[config.mk]
export PLATFORM = sky130hd
export DESIGN_NAME = csr_file
export DESIGN_NICKNAME = d
export VERILOG_FILES = /design/src/rtl/csr_file.sv
export SDC_FILE = /design/constraint.sdc
export NUM_CORES = 1
export LEC_CHECK = 0
export CAP_MARGIN = 20
export CORE_MARGIN = 2
export CORE_UTILIZATION = 55
export DETAILED_ROUTE_END_ITERATION = 16
export HOLD_SLACK_MARGIN = 0.12
export PLACE_DENSITY = 0.8
export SLEW_MARGIN = 15
export SYNTH_ARGS = -nofsm -noshare
export SYNTH_HDL_FRONTEND = slang
export SYNTH_SLANG_ARGS = --single-unit
export TNS_END_PERCENT = 10
[constraint.sdc]
create_clock -name clk -period 5.7 [get_ports clk]
set_input_delay 0.855 -clock clk [delete_from_list [all_inputs] [get_ports clk]]
set_output_delay 0.855 -clock clk [all_outputs]
set_load 0.01 [all_outputs]
[src/rtl/csr_file.sv]
// Machine-mode CSR register file for the RV64IM five-stage core.
// One combinational read port with a bypass from the general write port,
// one general write port, and dedicated trap-entry ports for mepc, mcause
// and mtval, plus the MIE -> MPIE stacking request.
module csr_file #(
    parameter int unsigned     XLEN    = 64,
    parameter logic [XLEN-1:0] HART_ID = '0
) (
    input  logic            clk,
    input  logic            rst,
    input  logic            we_i,
    input  logic [11:0]     waddr_i,
    input  logic [XLEN-1:0] wdata_i,
    input  logic            we_mtval_i,
    input  logic [XLEN-1:0] wdata_mtval_i,
    input  logic            we_mepc_i,
    input  logic [XLEN-1:0] wdata_mepc_i,
    input  logic            we_mcause_i,
    input  logic [XLEN-1:0] wdata_mcause_i,
    input  logic            exception_mie_req_i,
    input  logic [11:0]     raddr_i,
    output logic [XLEN-1:0] rdata_o
);

    localparam logic [11:0] CSR_MSTATUS  = 12'h300;
    localparam logic [11:0] CSR_MISA     = 12'h301;
    localparam logic [11:0] CSR_MIE      = 12'h304;
    localparam logic [11:0] CSR_MTVEC    = 12'h305;
    localparam logic [11:0] CSR_MSCRATCH = 12'h340;
    localparam logic [11:0] CSR_MEPC     = 12'h341;
    localparam logic [11:0] CSR_MCAUSE   = 12'h342;
    localparam logic [11:0] CSR_MTVAL    = 12'h343;
    localparam logic [11:0] CSR_MIP      = 12'h344;
    localparam logic [11:0] CSR_MCYCLE   = 12'hB00;
    localparam logic [11:0] CSR_MHARTID  = 12'hF14;

    // MXL=2 (64-bit) in the top bits, extensions I and M.
    localparam logic [XLEN-1:0] MISA_VALUE = {2'b10, {(XLEN-15){1'b0}}, 13'h1100};
    // Clears the two low bits for word-aligned mepc/mtvec.
    localparam logic [XLEN-1:0] ALIGN_MASK = {{(XLEN-2){1'b1}}, 2'b00};
    localparam logic [XLEN-1:0] ONE        = {{(XLEN-1){1'b0}}, 1'b1};

    // Plain full-width read/write CSRs with no side effects share one register array.
    localparam int unsigned     NUM_PLAIN   = 3;
    localparam int unsigned     PLAIN_MIE   = 0;
    localparam int unsigned     PLAIN_MSCR  = 1;
    localparam int unsigned     PLAIN_MIP   = 2;
    localparam logic [3*12-1:0] PLAIN_ADDRS = {CSR_MIP, CSR_MSCRATCH, CSR_MIE};

    logic                 mie_reg;
    logic                 mpie_reg;
    logic [XLEN-1:0]      mtvec_reg;
    logic [XLEN-1:0]      mepc_reg;
    logic [XLEN-1:0]      mcause_reg;
    logic [XLEN-1:0]      mtval_reg;
    logic [XLEN-1:0]      mcycle_reg;
    logic [XLEN-1:0]      plain_reg [NUM_PLAIN];

    logic                 wr_ok;
    logic                 wr_en;
    logic [XLEN-1:0]      wr_val;
    logic [NUM_PLAIN-1:0] plain_hit;
    logic [XLEN-1:0]      mstatus_value;
    logic [XLEN-1:0]      csr_value;

    // Legalise the general write: decide writability and apply field masking/alignment.
    always_comb begin
        wr_ok  = 1'b0;
        wr_val = wdata_i;
        case (waddr_i)
            CSR_MSTATUS: begin
                wr_ok         = 1'b1;
                wr_val        = '0;
                wr_val[12:11] = 2'b11;
                wr_val[7]     = wdata_i[7];
                wr_val[3]     = wdata_i[3];
            end
            CSR_MTVEC, CSR_MEPC: begin
                wr_ok  = 1'b1;
                wr_val = wdata_i & ALIGN_MASK;
            end
            CSR_MIE, CSR_MSCRATCH, CSR_MCAUSE, CSR_MTVAL, CSR_MIP, CSR_MCYCLE: begin
                wr_ok = 1'b1;
            end
            default: begin
                wr_ok = 1'b0;
            end
        endcase
    end

    assign wr_en = we_i & wr_ok;

    genvar gi;
    generate
        for (gi = 0; gi < NUM_PLAIN; gi++) begin : g_plain_hit
            assign plain_hit[gi] = wr_en && (waddr_i == PLAIN_ADDRS[gi*12 +: 12]);
        end
    endgenerate

    // Plain CSRs: general write port only.
    always_ff @(posedge clk or negedge rst) begin
        if (!rst) begin
            for (int i = 0; i < NUM_PLAIN; i++) plain_reg[i] <= '0;
        end else begin
            for (int i = 0; i < NUM_PLAIN; i++) begin
                if (plain_hit[i]) plain_reg[i] <= wr_val;
            end
        end
    end

    // mstatus MIE/MPIE: trap entry stacks MIE into MPIE and overrides any general write.
    always_ff @(posedge clk or negedge rst) begin
        if (!rst) begin
            mie_reg  <= 1'b0;
            mpie_reg <= 1'b0;
        end else if (exception_mie_req_i) begin
            mpie_reg <= mie_reg;
            mie_reg  <= 1'b0;
        end else if (wr_en && waddr_i == CSR_MSTATUS) begin
            mpie_reg <= wr_val[7];
            mie_reg  <= wr_val[3];
        end
    end

    // Trap CSRs: the dedicated port wins over the general port.
    always_ff @(posedge clk or negedge rst) begin
        if (!rst) begin
            mepc_reg   <= '0;
            mcause_reg <= '0;
            mtval_reg  <= '0;
            mtvec_reg  <= '0;
        end else begin
            if (we_mepc_i)                              mepc_reg <= wdata_mepc_i & ALIGN_MASK;
            else if (wr_en && waddr_i == CSR_MEPC)      mepc_reg <= wr_val;
            if (we_mcause_i)                            mcause_reg <= wdata_mcause_i;
            else if (wr_en && waddr_i == CSR_MCAUSE)    mcause_reg <= wr_val;
            if (we_mtval_i)                             mtval_reg <= wdata_mtval_i;
            else if (wr_en && waddr_i == CSR_MTVAL)     mtval_reg <= wr_val;
            if (wr_en && waddr_i == CSR_MTVEC)          mtvec_reg <= wr_val;
        end
    end

    // Free-running cycle counter; a general write replaces the increment for that cycle.
    always_ff @(posedge clk or negedge rst) begin
        if (!rst)                                  mcycle_reg <= '0;
        else if (wr_en && waddr_i == CSR_MCYCLE)   mcycle_reg <= wr_val;
        else                                       mcycle_reg <= mcycle_reg + ONE;
    end

    // Assemble mstatus with MPP hardwired to machine mode.
    always_comb begin
        mstatus_value        = '0;
        mstatus_value[12:11] = 2'b11;
        mstatus_value[7]     = mpie_reg;
        mstatus_value[3]     = mie_reg;
    end

    // Architectural read mux.
    always_comb begin
        csr_value = '0;
        case (raddr_i)
            CSR_MSTATUS:  csr_value = mstatus_value;
            CSR_MISA:     csr_value = MISA_VALUE;
            CSR_MIE:      csr_value = plain_reg[PLAIN_MIE];
            CSR_MTVEC:    csr_value = mtvec_reg;
            CSR_MSCRATCH: csr_value = plain_reg[PLAIN_MSCR];
            CSR_MEPC:     csr_value = mepc_reg;
            CSR_MCAUSE:   csr_value = mcause_reg;
            CSR_MTVAL:    csr_value = mtval_reg;
            CSR_MIP:      csr_value = plain_reg[PLAIN_MIP];
            CSR_MCYCLE:   csr_value = mcycle_reg;
            CSR_MHARTID:  csr_value = HART_ID;
            default:      csr_value = '0;
        endcase
    end

    // Same-cycle bypass of the legalised general write; trap ports are not forwarded.
    always_comb begin
        rdata_o = csr_value;
        if (wr_en && waddr_i == raddr_i) rdata_o = wr_val;
    end

endmodule

* Word-level counts from Yosys, hierarchy flattened
Index checks and enable logic that the tools add are counted.
** Cells by class
- Equal/unequal tests :: 20
- Reduce and logical (&&, ||, !) cells :: 16
- Mux-type cells :: 15
- $add $sub $neg :: 1
- Bitwise operators :: 1
** Operator list (count)
- $pmux W64 S10 :: 1
- $mux W64 :: 8
- $eq A12 B10 Y1 const B :: 17
- $pmux W64 S2 :: 1
- $add A64 B1 Y64 const B :: 1
- $eq A12 B12 Y1 const B :: 2
- $eq A12 B12 Y1 :: 1
- $logic_and A1 B1 Y1 :: 10
- $reduce_or A9 Y1 :: 1
- $reduce_bool A2 Y1 :: 4
- $mux W1 :: 5
- $reduce_or A2 Y1 :: 1
- $and A1 B1 Y1 :: 1
** Word-level totals
- Logic and storage cells :: 63
- Input bits :: 287
- Bits in registers :: 514

* Logic depth before layout (Yosys ltp)
Gate-level depths: netlist (run 1).
- Depth in word-level cells :: 7
- Depth in mapped cells :: 10

* Least setup slack after synthesis (run 1)
Ideal clock, no wire load.
- Path type :: in2out
- From :: input port waddr_i[0]
- To :: output port rdata_o[3]
- Arrival time :: 2728 ps
- Path slack :: 2117 ps
- Stages :: 8
- Cells stage by stage :: buf_2 > nor2b_2 > o32a_1 > a2bb2oi_1 > or4_1 > clkbuf_1 > buf_2 > o22ai_1
** On the way
- Longest elaborated chain between the ends :: 6
- Elaborated cells between the ends (all ways) :: 15
- Those cells by class :: eq/ne: 10; mux: 2; bitwise: 1; reduce/logical: 2
** RTL lines
- from (decl) :: line 12 : input logic [11:0] waddr_i,
- $eq A12 B10 Y1 or $eq A12 B12 Y1 (tied branches) :: line 70 : case (waddr_i)
- $reduce_or A9 Y1 (no line)
- $mux W1 :: line 70
- $and A1 B1 Y1 :: line 91 : assign wr_en = we_i & wr_ok;
- $logic_and A1 B1 Y1 (*) :: line 180 : if (wr_en && waddr_i == raddr_i) rdata_o = wr_val;
- $mux W64 (*) :: line 180
- to (decl) :: line 22 : output logic [XLEN-1:0] rdata_o
Every way passes the cells marked *; elsewhere a longest branch is shown, timed or not.

* Final worst setup path (run 1)
- From :: input port waddr_i[0]
- To :: output port rdata_o[54]
** On the way
- Longest elaborated chain between the ends :: 6
- Elaborated cells between the ends (all ways) :: 17
- Those cells by class :: eq/ne: 10; mux: 3; bitwise: 1; reduce/logical: 3
** RTL lines (line)
- $eq A12 B10 Y1 or $eq A12 B12 Y1 (tied branches) :: 70
- $reduce_or A9 Y1 (no line)
- $mux W1 :: 70
- $and A1 B1 Y1 :: 91
- $logic_and A1 B1 Y1 :: 180
- $mux W64 (*) :: 180
Marks and branches as above.

==> impl_metrics.json, run 1 <==
{
  "status": "completed",
  "slew_viol_final": 0,
  "cp_max_fo": 24,
  "cp-end-kind": "primary output",
  "synth_edf_count": 0,
  "drtPass1Iterations": 8,
  "ys_types": 73,
  "core_sq_um": 46800,
  "crit_path_start_kind": "input pin",
  "die_h_um": 222,
  "grt_pass1_wl_um": 142000,
  "postCtsHoldBufs": 0,
  "totalWireLength_um": 91800,
  "yosysWarnings": 0,
  "synth_nets": 3241,
  "async_flop_share_pct": 100,
  "critPathArrivalTime_ns": 4.31,
  "synth_area_per_cell_sq_um": 8.87,
  "vias": 25213,
  "cts_root_buffer": "clkbuf_16",
  "syn_area_sq_um": 26200,
  "synthCells": 2953,
  "ir_drop_v": 0.000214,
  "use_met1_pct": 49.0,
  "ys.flop_type": "dfrtp_1",
  "drt_iter0_markers": 3701,
  "placed_area_sq_um": 30300,
  "drc": 0,
  "busiest_layer": "met2",
  "syn_to_final_growth_pct": 22.0,
  "worstHoldPathType": "input pin to asynchronous set/reset pin",
  "path_clk_slew_ns": 0.06,
  "final_util_pct": 68.4,
  "gp_congestion": 0.906,
  "cts-buffers-inserted": 52,
  "synth_seq_cells": 514,
  "largest_register_ffs": 192,
  "clk_latency_ns": 0.61,
  "rsz0062_at_grt": "false",
  "tightest_slew_ns": 1.12,
  "crit_path_top_delay_cell": "or4_4",
  "cts_setup_buffers": 0,
  "fin_nets": 3481,
  "final_hold_viol_count": 0,
  "die_area_sq_um": 49400,
  "final_cell_mix": "dfrtp_1 (514), nand2_1 (490), o21ai_0 (462)",
  "fmax_mhz": 194,
  "clockBufferDepth": 3,
  "layout_commonest_cell": "dfrtp_1",
  "cts_max_level": 2,
  "clock_sink_count": 514,
  "grt_usage_pct": 36.9,
  "grt_max_degree": 158,
  "hpwl_um": 60000,
  "grt_use_met2_pct": 57.3,
  "vias_per_cell": 6.57,
  "grt_pass1_vias": 24785,
  "holdWs_ns": 0.154,
  "cts_tree": "done",
  "cpMostUsedCell": "clkdlybuf4s50_1",
  "grt.overflow.total": 0,
  "detail-route-antenna-nets": 0,
  "p_leak_uw": 0.0132,
  "period_needed_ns": 5.17,
  "ctsResizeCount": 0,
  "cap_violations": 0,
  "crit_chain": "clkdlybuf4s50_1 -> nor2b_2 -> o32a_1 -> a2bb2oi_1 -> and4b_2 -> or4_4 -> o22ai_2 -> clkdlybuf4s50_1",
  "relSlewSlack_pct": 24.6,
  "antenna_found_initial": 1,
  "cp.required_ns": 4.85,
  "finalSetupViolCount": 0,
  "die_w_um": 222,
  "fp-row-count": 79,
  "powerDensity_nw_per_um2": 257,
  "crit_family": "simple AND/OR/NAND/NOR gates",
  "io_pins": 351,
  "clock_skew_ns": 0.0205,
  "fin_crit_sh_pct": 90.7,
  "initial_core_util_pct": 56.1,
  "worst_path_largest_cell_delay_ns": 0.75,
  "io_buffers": 348,
  "use_met3_pct": 8.25,
  "finalSetupTns_ns": 0,
  "yosysSeqAreaShare_pct": 49.1,
  "power_uw": 8210,
  "routedWlPerCell_um": 23.9,
  "critPathBufInv": 2,
  "crit_type": "input pin to primary output",
  "drive_above_1_share_pct": 8.08,
  "stdcell_area_sq_um": 32000
}
-- logic make-up after synthesis --
| group | Yosys count | synth area share [%] |
|---|---|---|
| compound gates | 1091 | 24.1 |
| xor+xnor | 67 | 2.24 |
| fa+ha+maj | 1 | 0.0477 |
| buf+inv | 265 | 4.15 |
| flops | 514 | 49.1 |
| mux | 111 | 5.13 |
| simple gates | 904 | 15.3 |
-- stage by stage --
step | setup WS (ns) | instances
3_3_place_gp | 0.682 | 3745
5_1_grt | 0.474 | 3838
4_1_cts | 0.625 | 3836
6_report | 0.533 | 3838
2_1_floorplan | 2.12 | 2953
3_5_place_dp | 0.640 | 3745
-- worst paths after layout --
check                           slack [ns]  cells past startpoint           start              to
worst max register to register        2.87                      6  mcycle_reg[10]  mcycle_reg[44]
worst max-delay path                  0.53                      8      waddr_i[0]     rdata_o[54]
worst min-delay path                  0.15                      1             rst    mepc_reg[20]
min in group clk                      0.48                      2   plain_reg[26]   plain_reg[26]
max in group asynchronous             4.26                      2             rst   mtval_reg[51]
worst min register to register        0.48                      2   plain_reg[26]   plain_reg[26]
-- power by group --
| group | switching [uW] | total, uW | internal (uW) |
|---|---|---|---|
| Clock | 1470 | 3430 | 1960 |
| Sequential | 123 | 3930 | 3810 |
| Combinational | 476 | 851 | 375 |
| Total | 2070 | 8210 | 6140 |
-- layer usage --
layer	wire, um	vias to the layer above
li1	-	11001
met1	34400	12135
met2	41800	1749
met3	10700	328
met4	4840	0
met5	0	-
-- cell usage after synthesis, types with 7 or more instances --
cell	n	area, sq um
nand2b_1	7	43.8
o22ai_1	37	231
o22ai_2	20	250
mux4_2	18	405
a221oi_1	15	131
inv_1	7	26.3
dfrtp_1	514	12900
and2_1	12	75.1
a22oi_1	67	503
buf_2	38	190
nor3_1	9	45.0
nand3_1	31	155
buf_1	24	90.1
nand4_1	23	144
a22o_1	22	193
nand2_1	491	1840
a222oi_1	35	350
nor2_1	222	833
xor2_1	38	333
a31oi_1	10	62.6
clkbuf_1	188	706
o21ai_1	68	340
and4_1	9	78.8
xnor2_1	29	254
and3_1	50	313
a21oi_1	308	1540
mux2i_1	87	871
o21ai_0	462	2310
-- final cells by class --
type,instances,area (sq um)
Tap cell,607,759
Antenna cell,1,2.50
Multi-Input combinational cell,2174,12300
Inverter,7,26.3
Clock buffer,75,1540
Clock inverter,16,143
Fill cell,3540,14800
Timing Repair Buffer,444,4310
Sequential cell,514,12900
(Power assumes the default switching activity.)
==> run 2, diff against run 1 <==
CORE_ASPECT_RATIO = 1.5   (was not set)
SKIP_CTS_REPAIR_TIMING = 1   (was not set)
==> impl_metrics.json, run 2 (synthesis gave the netlist of run 1 again) <==
{
  "status": "completed",
  "final_hold_viol_count": 0,
  "fp-row-count": 98,
  "finalSetupTns_ns": 0,
  "crit_path_start_kind": "input pin",
  "grt_max_degree": 148,
  "grt_pass1_wl_um": 146000,
  "clock_sink_count": 514,
  "antenna_found_initial": 2,
  "detail-route-antenna-nets": 0,
  "relSlewSlack_pct": 26.0,
  "worst_path_largest_cell_delay_ns": 0.64,
  "hpwl_um": 61400,
  "wl_met3_um": 9850,
  "io_pins": 351,
  "drtPass1Iterations": 8,
  "die_area_sq_um": 49400,
  "drc": 0,
  "fmax_mhz": 188,
  "routedWlPerCell_um": 24.7,
  "fin_nets": 3483,
  "fin_crit_sh_pct": 93.2,
  "grt.overflow.total": 0,
  "fill_cells": 3674,
  "clk_latency_ns": 0.58,
  "finalSetupViolCount": 0,
  "layout_commonest_cell": "dfrtp_1",
  "routed-wl-met2_um": 44100,
  "rsz0062_at_grt": "false",
  "drt_iter0_markers": 3110,
  "cpMostUsedCell": "clkdlybuf4s50_1",
  "die_h_um": 271,
  "cts_max_level": 2,
  "route.top_layer_used": "met5",
  "path_clk_slew_ns": 0.07,
  "cp_max_fo": 18,
  "holdWs_ns": 0.308,
  "critPathArrivalTime_ns": 4.45,
  "grt_usage_pct": 38.0,
  "clock_skew_ns": 0.0101,
  "die_w_um": 182,
  "worstHoldPathType": "input pin to asynchronous set/reset pin",
  "slew_viol_final": 0,
  "p_leak_uw": 0.0132,
  "crit_chain": "clkdlybuf4s50_1 -> or4b_1 -> or2_1 -> nor3_2 -> buf_4 -> a222oi_1 -> and3_1 -> a21oi_1 -> clkdlybuf4s50_1",
  "crit_path_top_delay_cell": "or4b_1",
  "ir_drop_v": 0.000229,
  "initial_core_util_pct": 55.4,
  "grt_pass1_vias": 25986,
  "largest_register_ffs": 192,
  "period_needed_ns": 5.31,
  "cp-end-kind": "primary output",
  "dp_worst_setup_slack_ns": 0.529,
  "drive_above_1_share_pct": 8.26,
  "io_buffers": 348,
  "final_cell_mix": "dfrtp_1 (514), nand2_1 (490), o21ai_0 (462)",
  "cap_violations": 0,
  "powerDensity_nw_per_um2": 261,
  "cts_tree": "done",
  "drt-met1-wl_um": 32600,
  "gp_congestion": 0.926,
  "totalWireLength_um": 94800,
  "cp.required_ns": 4.85,
  "tightest_slew_ns": 1.10,
  "vias": 25581,
  "cts-buffers-inserted": 49,
  "clockBufferDepth": 3,
  "cts_root_buffer": "clkbuf_16",
  "vias_per_cell": 6.67,
  "crit_type": "input pin to primary output",
  "core_sq_um": 47300,
  "setup_ws_ns": 0.390,
  "syn_to_final_growth_pct": 22.3
}
==> run 2: cell count changes in the layout (fill, tap and decap cells not counted), sizes merged <==
cell,before,now
clkbuf,75,71
clkinv,11,5
clkinvlp,2,5
buf,103,108
inv,8,9
bufinv,2,6
==> run 2: layout make-up <==
type	count	area (sq um)	area share, %
clock buffer	71	1480	4.62
tap	600	751	2.34
sequential	514	12900	40.1
inverter	7	26.3	0.0820
timing repair buffer	449	4310	13.5
antenna	1	2.50	0.00781
multi-input combinational	2174	12300	38.5
clock inverter	18	272	0.847
==> run 2: path summary, 6_finish.rpt <==
check | startpoint | to | slack [ns] | cells after the start
worst min register to register | mepc_reg[63] | mepc_reg[63] | 0.48 | 2
worst min-delay path | rst | mtval_reg[59] | 0.31 | 1
min in group clk | mepc_reg[63] | mepc_reg[63] | 0.48 | 2
worst max-delay path | raddr_i[5] | rdata_o[44] | 0.39 | 9
max in group asynchronous | rst | mepc_reg[18] | 4.02 | 2
worst max register to register | mcycle_reg[0] | mcycle_reg[61] | 2.79 | 6
==> run 2: critical path, delay by kind of cell <==
| family | cells | cell delay [ns] |
|---|---|---|
| simple gates | 4 | 1.75 |
| buf+inv | 3 | 1.47 |
| compound gates | 2 | 0.37 |
==> run 2: per-stage QoR <==
step / cell area (sq um) / utilization, % / std cells / total power (uW)
after floorplan: 26200 / - / 2953 / 4340
after global placement: 30300 / 64.0 / 3744 / 4800
after detailed placement: 30300 / 64.0 / 3744 / 4840
after CTS: 32100 / 67.7 / 3833 / 8350
after global routing: 32100 / 67.7 / 3834 / 8570
final: 32100 / 67.7 / 3834 / 8360
==> run 2: where the power goes <==
part           switching (uW)  leakage, uW  total (uW)  internal [uW]
Sequential                123      0.00662        3930           3800
Combinational             490      0.00576         870            380
Clock                    1480     0.000847        3560           2080
Total                    2090       0.0132        8360           6270
==> run 2: metal layers <==
| layer | vias to the layer above | track usage (%) |
|---|---|---|
| met5 | - | 0 |
| met4 | 2 | 28.9 |
| met3 | 489 | 7.66 |
| met2 | 1801 | 61.1 |
| met1 | 12280 | 45.0 |
| li1 | 11009 | - |
